### src/rtl/scrambler_param.sv
// Self-synchronous scrambler or descrambler for the 1 + x^39 + x^58 polynomial. Each cycle it
// processes one DATA_WIDTH-bit word, bit 0 first on the line.
//
// Parameters:
//   DATA_WIDTH  word width: 16, 32 or 64
//   DESCRAMBLE  0 = scrambler, 1 = descrambler
//   OUTPUT_REG  1 = outputs registered (1-cycle latency), 0 = combinational (same cycle)
//
// Ports:
//   i_clk        clock
//   i_reset      synchronous active-high reset
//   i_init_done  transceiver ready; while low the block is held in reset
//   i_valid      i_data present this cycle
//   i_bypass     pass i_data through unchanged and freeze the scrambler state
//   i_data       input word
//   o_valid      o_data present this cycle
//   o_data       processed word
//   o_sync       o_data was computed from a fully flushed state
module scrambler_param #(
  parameter int unsigned DATA_WIDTH = 32,
  parameter int unsigned DESCRAMBLE = 0,
  parameter int unsigned OUTPUT_REG = 1
) (
  input  logic                  i_clk,
  input  logic                  i_reset,
  input  logic                  i_init_done,
  input  logic                  i_valid,
  input  logic                  i_bypass,
  input  logic [DATA_WIDTH-1:0] i_data,
  output logic                  o_valid,
  output logic [DATA_WIDTH-1:0] o_data,
  output logic                  o_sync
);

  localparam int unsigned StateW  = 58;
  localparam int unsigned TapA    = 39;
  localparam int unsigned HistW   = StateW + DATA_WIDTH;
  localparam int unsigned SyncCnt = (StateW + DATA_WIDTH - 1) / DATA_WIDTH;
  localparam logic [2:0]  SyncCntL = 3'(SyncCnt);

  if (DATA_WIDTH != 16 && DATA_WIDTH != 32 && DATA_WIDTH != 64) begin : gen_bad_width
    $error("scrambler_param: DATA_WIDTH must be 16, 32 or 64");
  end
  if (DESCRAMBLE > 1) begin : gen_bad_mode
    $error("scrambler_param: DESCRAMBLE must be 0 or 1");
  end
  if (OUTPUT_REG > 1) begin : gen_bad_oreg
    $error("scrambler_param: OUTPUT_REG must be 0 or 1");
  end

  // Line-side history in time order: h[p] holds line bit L(p - 58). The lower 58 entries come
  // from the state (oldest first); the upper DATA_WIDTH entries are this word's line bits, built
  // LSB first so that taps landing inside the current word see already-computed bits.
  function automatic logic [HistW-1:0] build_hist(input logic [StateW-1:0] s,
                                                   input logic [DATA_WIDTH-1:0] d);
    logic [HistW-1:0] h;
    logic             b;
    h = '0;
    for (int p = 0; p < StateW; p++) begin
      h[p] = s[StateW-1-p];
    end
    for (int i = 0; i < DATA_WIDTH; i++) begin
      b = d[i] ^ h[i+StateW-TapA] ^ h[i];
      h[i+StateW] = (DESCRAMBLE != 0) ? d[i] : b;
    end
    return h;
  endfunction

  logic [StateW-1:0]     state_q, state_d, state_shift;
  logic [2:0]            cnt_q, cnt_d;
  logic [HistW-1:0]      hist;
  logic [DATA_WIDTH-1:0] proc_word;
  logic [DATA_WIDTH-1:0] out_data;
  logic                  out_sync;
  logic                  accept;
  logic                  hold;

  assign hold   = i_reset | ~i_init_done;
  assign accept = i_valid & ~i_bypass;

  always_comb begin
    hist        = build_hist(state_q, i_data);
    proc_word   = '0;
    state_shift = '0;
    for (int i = 0; i < DATA_WIDTH; i++) begin
      proc_word[i] = i_data[i] ^ hist[i+StateW-TapA] ^ hist[i];
    end
    // Newest line bit lands in S[0].
    for (int k = 0; k < StateW; k++) begin
      state_shift[k] = hist[HistW-1-k];
    end
  end

  always_comb begin
    state_d  = accept ? state_shift : state_q;
    cnt_d    = (accept && cnt_q != SyncCntL) ? cnt_q + 3'd1 : cnt_q;
    out_data = i_bypass ? i_data : proc_word;
    // A scrambler's output never depends on an unknown state; a descrambler needs N words.
    out_sync = (DESCRAMBLE != 0) ? (cnt_q == SyncCntL) : 1'b1;
  end

  always_ff @(posedge i_clk) begin
    if (hold) begin
      state_q <= '1;
      cnt_q   <= '0;
    end else begin
      state_q <= state_d;
      cnt_q   <= cnt_d;
    end
  end

  if (OUTPUT_REG != 0) begin : gen_out_reg
    logic                  valid_q;
    logic                  sync_q;
    logic [DATA_WIDTH-1:0] data_q;

    always_ff @(posedge i_clk) begin
      if (hold) begin
        valid_q <= 1'b0;
        sync_q  <= 1'b0;
        data_q  <= '0;
      end else begin
        valid_q <= i_valid;
        if (i_valid) begin
          data_q <= out_data;
          sync_q <= out_sync;
        end
      end
    end

    assign o_valid = valid_q;
    assign o_data  = data_q;
    assign o_sync  = sync_q;
  end else begin : gen_out_comb
    always_comb begin
      o_valid = i_valid & ~hold;
      o_data  = o_valid ? out_data : '0;
      o_sync  = o_valid & out_sync;
    end
  end

endmodule
### config.mk
export PLATFORM = sky130hd
export DESIGN_NAME = scrambler_param
export DESIGN_NICKNAME = d
export VERILOG_FILES = /design/src/rtl/scrambler_param.sv
export SDC_FILE = /design/constraint.sdc
export NUM_CORES = 1
export LEC_CHECK = 0
export ABC_AREA = 1
export CAP_MARGIN = 20
export CORE_ASPECT_RATIO = 0.7
export CORE_MARGIN = 4
export CORE_UTILIZATION = 54
export DETAILED_ROUTE_END_ITERATION = 16
export HOLD_SLACK_MARGIN = 0.03
export PLACE_DENSITY = 0.8
export SLEW_MARGIN = 20
export SYNTH_ARGS = -nofsm -noshare
export SYNTH_HDL_FRONTEND = slang
export SYNTH_SLANG_ARGS = --single-unit
### constraint.sdc
create_clock -name i_clk -period 1.1 [get_ports i_clk]
set_input_delay 0.165 -clock i_clk [delete_from_list [all_inputs] [get_ports i_clk]]
set_output_delay 0.165 -clock i_clk [all_outputs]
set_load 0.02 [all_outputs]
==> results.toml, run 1 <==
[run_status]
status = "finished with violations"
violations = "setup timing"

[setup_path]
startpoint_type = "input port"
cp-end-kind = "flop"
path_cells = "clkdlybuf4s50_1 > inv_1 > nor2_4 > inv_2 > buf_12 > buf_4 > a21oi_1"
worst_ep_arrival_time_ns = 1.37
max_stage_delay_ns = 0.47
crit_slowest_cell = "clkdlybuf4s50_1"
crit_required_ns = 1.36
crit_type = "input port to flop"
cp_max_fo = 28

[synthesis]
synth.distinct_cells = 17
yosys_warnings = 0
syn_area_mm2 = 0.00456
syn-instance-count = 661
yosys.area.top_type = "dfxtp_1"
syn_avg_cell_area_um2 = 6.90
ys_seq_area_share_pct = 40.4
yosys-top-cells-area = "dfxtp_1, nand2_1, inv_1"
synth_fp_nets = 698
synth-seq-cells = 92
yosysTopAreaCellShare_pct = 40.4

[clock_tree]
cts_made_buffers = 9
clock-root-buffer = "clkbuf_16"
h-tree-depth = 3
clockBufferDepth = 2
path_clk_slew_ns = 0.06
cts_tree = "built"
holdBufCountCts = 0
clock-sinks = 92
clock_latency_ns = 0.34

[drt]
drt_iter0_markers = 284
wl_um = 12400
drc = 0
wl_per_cell_um = 14.5
drtPass1Iterations = 5
viasPerCell = 5.40
ant_nets = 0
vias = 4619

[placement]
gp_congestion = 0.837
place_ws_ns = -0.445
hpwl_um = 8560
place_inst = 836
io_buffer_count = 70

[sta]
finClkSkew_ns = 0.00660
setup_violations = 1
hold_viol = 0
slew_headroom_pct = 82.1
drv_slew = 0
setup_slack_ns = -0.00189
tightest_slew_ns = 0.269
finalCriticalPeriod_ns = 1.10
rsz0062_at_grt = "true"
fin_setup_tns_ns = -0.00189
fin_crit_sh_pct = 100
clock.fmax_mhz = 908

[final_layout]
multiInputGateArea_mm2 = 0.00223
seqCellArea_mm2 = 0.00184
antennaDiodeCount = 0
syn2layout_area_growth_pct = 27.4
fillers = 664
final_net_count = 786
layout-drive-gt1-share_pct = 16.7
final_cells = 855

[die]
core-area_mm2 = 0.00804
die_y_um = 84.9
dieArea_mm2 = 0.0100
io_pins = 71
initial_core_util_pct = 56.7
chipWidth_um = 118
rows = 27

[grt]
grt_max_degree = 30
grt_pass1_wl_um = 20600
grt_pass1_vias = 4485
grt_antenna_before_repair = 0
overflow = 0
track_usage_pct = 25.0

[power]
max-vdd-ir-drop_uv = 1120
power.leakage_nw = 2.73
cellPowerDensity_mw_per_mm2 = 1320

[run]
drv_cap = 0

[hold_path]
min_path_type = "input port to flop"
[cells in the final DEF, fill, tap and decap left out]
| cell | instances |
|---|---|
| dlygate4sd2_1 | 2 |
| bufbuf_16 | 2 |
| clkdlybuf4s50_1 | 34 |
| clkbuf_16 | 9 |
| clkinvlp_4 | 2 |
| nand3b_1 | 20 |
| clkbuf_1 | 1 |
| dfxtp_2 | 1 |
| o21ai_2 | 1 |
| nand2_4 | 1 |
| nand3_1 | 58 |
| buf_2 | 33 |
| inv_2 | 2 |
| buf_6 | 2 |
| clkbuf_8 | 3 |
| clkinv_2 | 1 |
| buf_12 | 8 |
| inv_1 | 97 |
| buf_4 | 23 |
| dfxtp_1 | 91 |
| nand2_1 | 219 |
| a21oi_2 | 17 |
| nor2_1 | 3 |
| a21oi_1 | 47 |
| o21ai_0 | 31 |
| o211ai_1 | 25 |
| nor2_4 | 2 |
| nand3_2 | 19 |
[synth_stat cells]
cell        n
inv_1      97
buf_1       1
inv_2       2
a21oi_1    54
buf_2      16
nand3_1    58
dfxtp_1    92
a21oi_2    10
nand3b_1   20
o21ai_0    32
buf_6       4
nand3_2    19
clkbuf_1    6
nor2_1      3
nor2_4      2
o211ai_1   25
nand2_1   220
[cell type report]
type	instances	area share, %
Clock inverter	3	0.345
Timing Repair Buffer	104	16.2
Clock buffer	13	4.65
Tap cell	101	2.18
Multi-Input combinational cell	443	38.5
Inverter	99	6.40
Sequential cell	92	31.7
[final timing paths]
check | end | slack [ns] | from | cells past startpoint
max | o_data[0]$_SDFFE_PP0P_ | -0.002 | i_init_done | 7
min | o_sync$_SDFFE_PP0P_ | 0.36 | i_valid | 4
max reg2reg | o_data[19]$_SDFFE_PP0P_ | 0.13 | state_q[38]$_SDFFE_PP1P_ | 5
min reg2reg | o_sync$_SDFFE_PP0P_ | 0.48 | o_sync$_SDFFE_PP0P_ | 2
[timing repair]
action | CTS | global route
cloned | 2 | 0
resized for setup | 137 | 16
setup buffers | 0 | 1
endpoints found under the setup margin | 67 | 29
[logic make-up (layout without fill, tap and decap cells)]
family / after synthesis / count (layout) / synth area share, %
flops: 92 / 92 / 40.4
compound gates: 121 / 121 / 15.5
buf+inv: 126 / 219 / 11.5
simple gates: 322 / 322 / 32.7
[worst max-delay path, delay by kind of cell]
kind	cells	cell delay, ns
buffers and inverters	5	0.93
and+or+nand+nor	1	0.13
AOI/OAI and AO/OA	1	0.13
[state kept, by name (all words and copies together) (netlist names)]
| name | flops |
|---|---|
| state_q | 58 |
| o_data | 32 |
| o_valid | 1 |
| o_sync | 1 |
[power by group]
part | total, mW | leakage, nW | switching [mW] | internal, mW
Sequential | 3.55 | 0.751 | 0.0952 | 3.45
Combinational | 1.16 | 1.84 | 0.659 | 0.506
Clock | 2.97 | 0.138 | 1.26 | 1.71
[through the flow]
stage          total power, mW  hold WS, ns  utilization, %  cell area, µm²
3_5_place_dp              4.76        0.460            69.3            5570
6_report                  7.68        0.357            72.2            5810
5_1_grt                   8.01        0.378            72.2            5810
3_3_place_gp              4.71        0.458            69.3            5570
2_1_floorplan             4.24        0.300               -            4560
4_1_cts                   7.71        0.352            72.3            5810
[per-layer routing]
metal	GRT usage, %	vias up	share of wire, %
met2	42.4	144	48
met1	30.8	2151	44
met3	6.93	21	6.5
li1	-	2303	-
met4	8.94	0	1.8
met5	0	-	0
(Power assumes the default switching activity.)
==> inputs of run 2 (changes only) <==
--- a/config.mk
+++ b/config.mk
@@ -9,10 +9,11 @@
 export CAP_MARGIN = 20
 export CORE_ASPECT_RATIO = 0.7
 export CORE_MARGIN = 4
-export CORE_UTILIZATION = 54
+export CORE_UTILIZATION = 58
+export CTS_CLUSTER_SIZE = 20
 export DETAILED_ROUTE_END_ITERATION = 16
 export HOLD_SLACK_MARGIN = 0.03
-export PLACE_DENSITY = 0.8
+export PLACE_DENSITY = 0.85
 export SLEW_MARGIN = 20
 export SYNTH_ARGS = -nofsm -noshare
 export SYNTH_HDL_FRONTEND = slang
==> constraint.sdc (replaced) <==
create_clock -name i_clk -period 1.4 [get_ports i_clk]
set_input_delay 0.21 -clock i_clk [delete_from_list [all_inputs] [get_ports i_clk]]
set_output_delay 0.21 -clock i_clk [all_outputs]
set_load 0.02 [all_outputs]
==> results.toml, run 2 (synthesis gave the netlist of run 1 again) <==
[power]
cellPowerDensity_mw_per_mm2 = 1060
power.leakage_nw = 2.75
p_total_mw = 6.16
max-vdd-ir-drop_uv = 735

[final_layout]
utilization_pct = 77.7
syn2layout_area_growth_pct = 27.5
layout_commonest_cell = "nand2_1"
final_net_count = 781
layout_common_cells = "nand2_1, inv_1, dfxtp_1"
largest_reg_flops = 58
layout-drive-gt1-share_pct = 10.1
final_area_mm2 = 0.00581
fillers = 548
top_register = "state_q"
antennaDiodeCount = 0

[drt]
drc = 0
wl_per_cell_um = 14.9
vias = 4740
drt_iter0_markers = 382
ant_nets = 0
viasPerCell = 5.60
wl_um = 12600
drtPass1Iterations = 5

[grt]
grt_antenna_before_repair = 0
track_usage_pct = 27.8
grt_pass1_vias = 4699
grt_max_degree = 33
grt_pass1_wl_um = 20800
overflow = 0

[clock_tree]
h-tree-depth = 3
clockBufferDepth = 2
holdBufCountCts = 0
ctsResizeCount = 34
cts_made_buffers = 9
clock-root-buffer = "clkbuf_16"
cts_tree = "built"
path_clk_slew_ns = 0.06
clock-sinks = 92
postCtsSetupBuffers = 0
clock_latency_ns = 0.35

[die]
dieArea_mm2 = 0.00937
initial_core_util_pct = 61.0
core-area_mm2 = 0.00748
rows = 26
io_pins = 71
die_y_um = 82.2
chipWidth_um = 114

[sta]
slew_headroom_pct = 79.4
finClkSkew_ns = 0.00812
rsz0062_at_grt = "false"
clock.fmax_mhz = 780
setup_violations = 0
setup_slack_ns = 0.117
tightest_slew_ns = 0.309
fin_setup_tns_ns = 0
finalCriticalPeriod_ns = 1.28
drv_slew = 0
fin_crit_sh_pct = 91.6
hold_viol = 0

[placement]
placed_area_mm2 = 0.00555
gp_congestion = 0.834
hpwl_um = 8820
io_buffer_count = 70
place_ws_ns = -0.188

[setup_path]
crit_required_ns = 1.67
cp_max_fo = 22
crit_type = "input port to flop"
startpoint_type = "input port"
cp-end-kind = "flop"
worst_ep_arrival_time_ns = 1.55

[run]
drv_cap = 0

[hold_path]
min_path_type = "flop to flop"

[run_status]
status = "finished clean"
## run 2: critical path, stage by stage
cell	delay [ns]
clkdlybuf4s50_1	0.50
inv_2	0.07
nor2_4	0.17
buf_12	0.21
buf_12	0.13
nand3_1	0.09
a21oi_1	0.14
## run 2: metrics by stage
stage	hold WS, ns	cells
after floorplan	0.345	661
after global placement	0.455	831
after detailed placement	0.468	831
after CTS	0.480	847
after global routing	0.495	847
final	0.477	847
## run 2: area by class of cell
type | instances | area [µm²] | share of cell area [%]
multi-input cells | 443 | 2200 | 37.8
flip-flops and latches | 92 | 1840 | 31.7
repair buffers | 99 | 976 | 16.8
inverters | 99 | 372 | 6.39
clock buffers | 13 | 260 | 4.48
well taps | 98 | 123 | 2.11
clock inverters | 3 | 45.0 | 0.775
## run 2: routing by layer
metal / vias up / wire length (µm) / GRT usage, %
met5: - / 0 / 0
li1: 2295 / - / -
met4: 0 / 243 / 9.96
met2: 182 / 6390 / 51.6
met1: 2229 / 5190 / 31.4
met3: 34 / 773 / 6.63
## run 2: power by group
part	internal (mW)	switching [mW]
clock	1.48	1.00
sequential	2.71	0.0735
combinational	0.375	0.514
total	4.57	1.59
## run 2: final timing paths
| path | cells after the start | to | startpoint | slack, ns |
|---|---|---|---|---|
| setup / recovery | 7 | o_data[23]$_SDFFE_PP0P_ | i_valid | 0.12 |
| hold reg to reg | 2 | o_sync$_SDFFE_PP0P_ | o_sync$_SDFFE_PP0P_ | 0.48 |
| hold / removal | 2 | o_sync$_SDFFE_PP0P_ | o_sync$_SDFFE_PP0P_ | 0.48 |
| setup reg to reg | 5 | o_data[19]$_SDFFE_PP0P_ | state_q[38]$_SDFFE_PP1P_ | 0.42 |
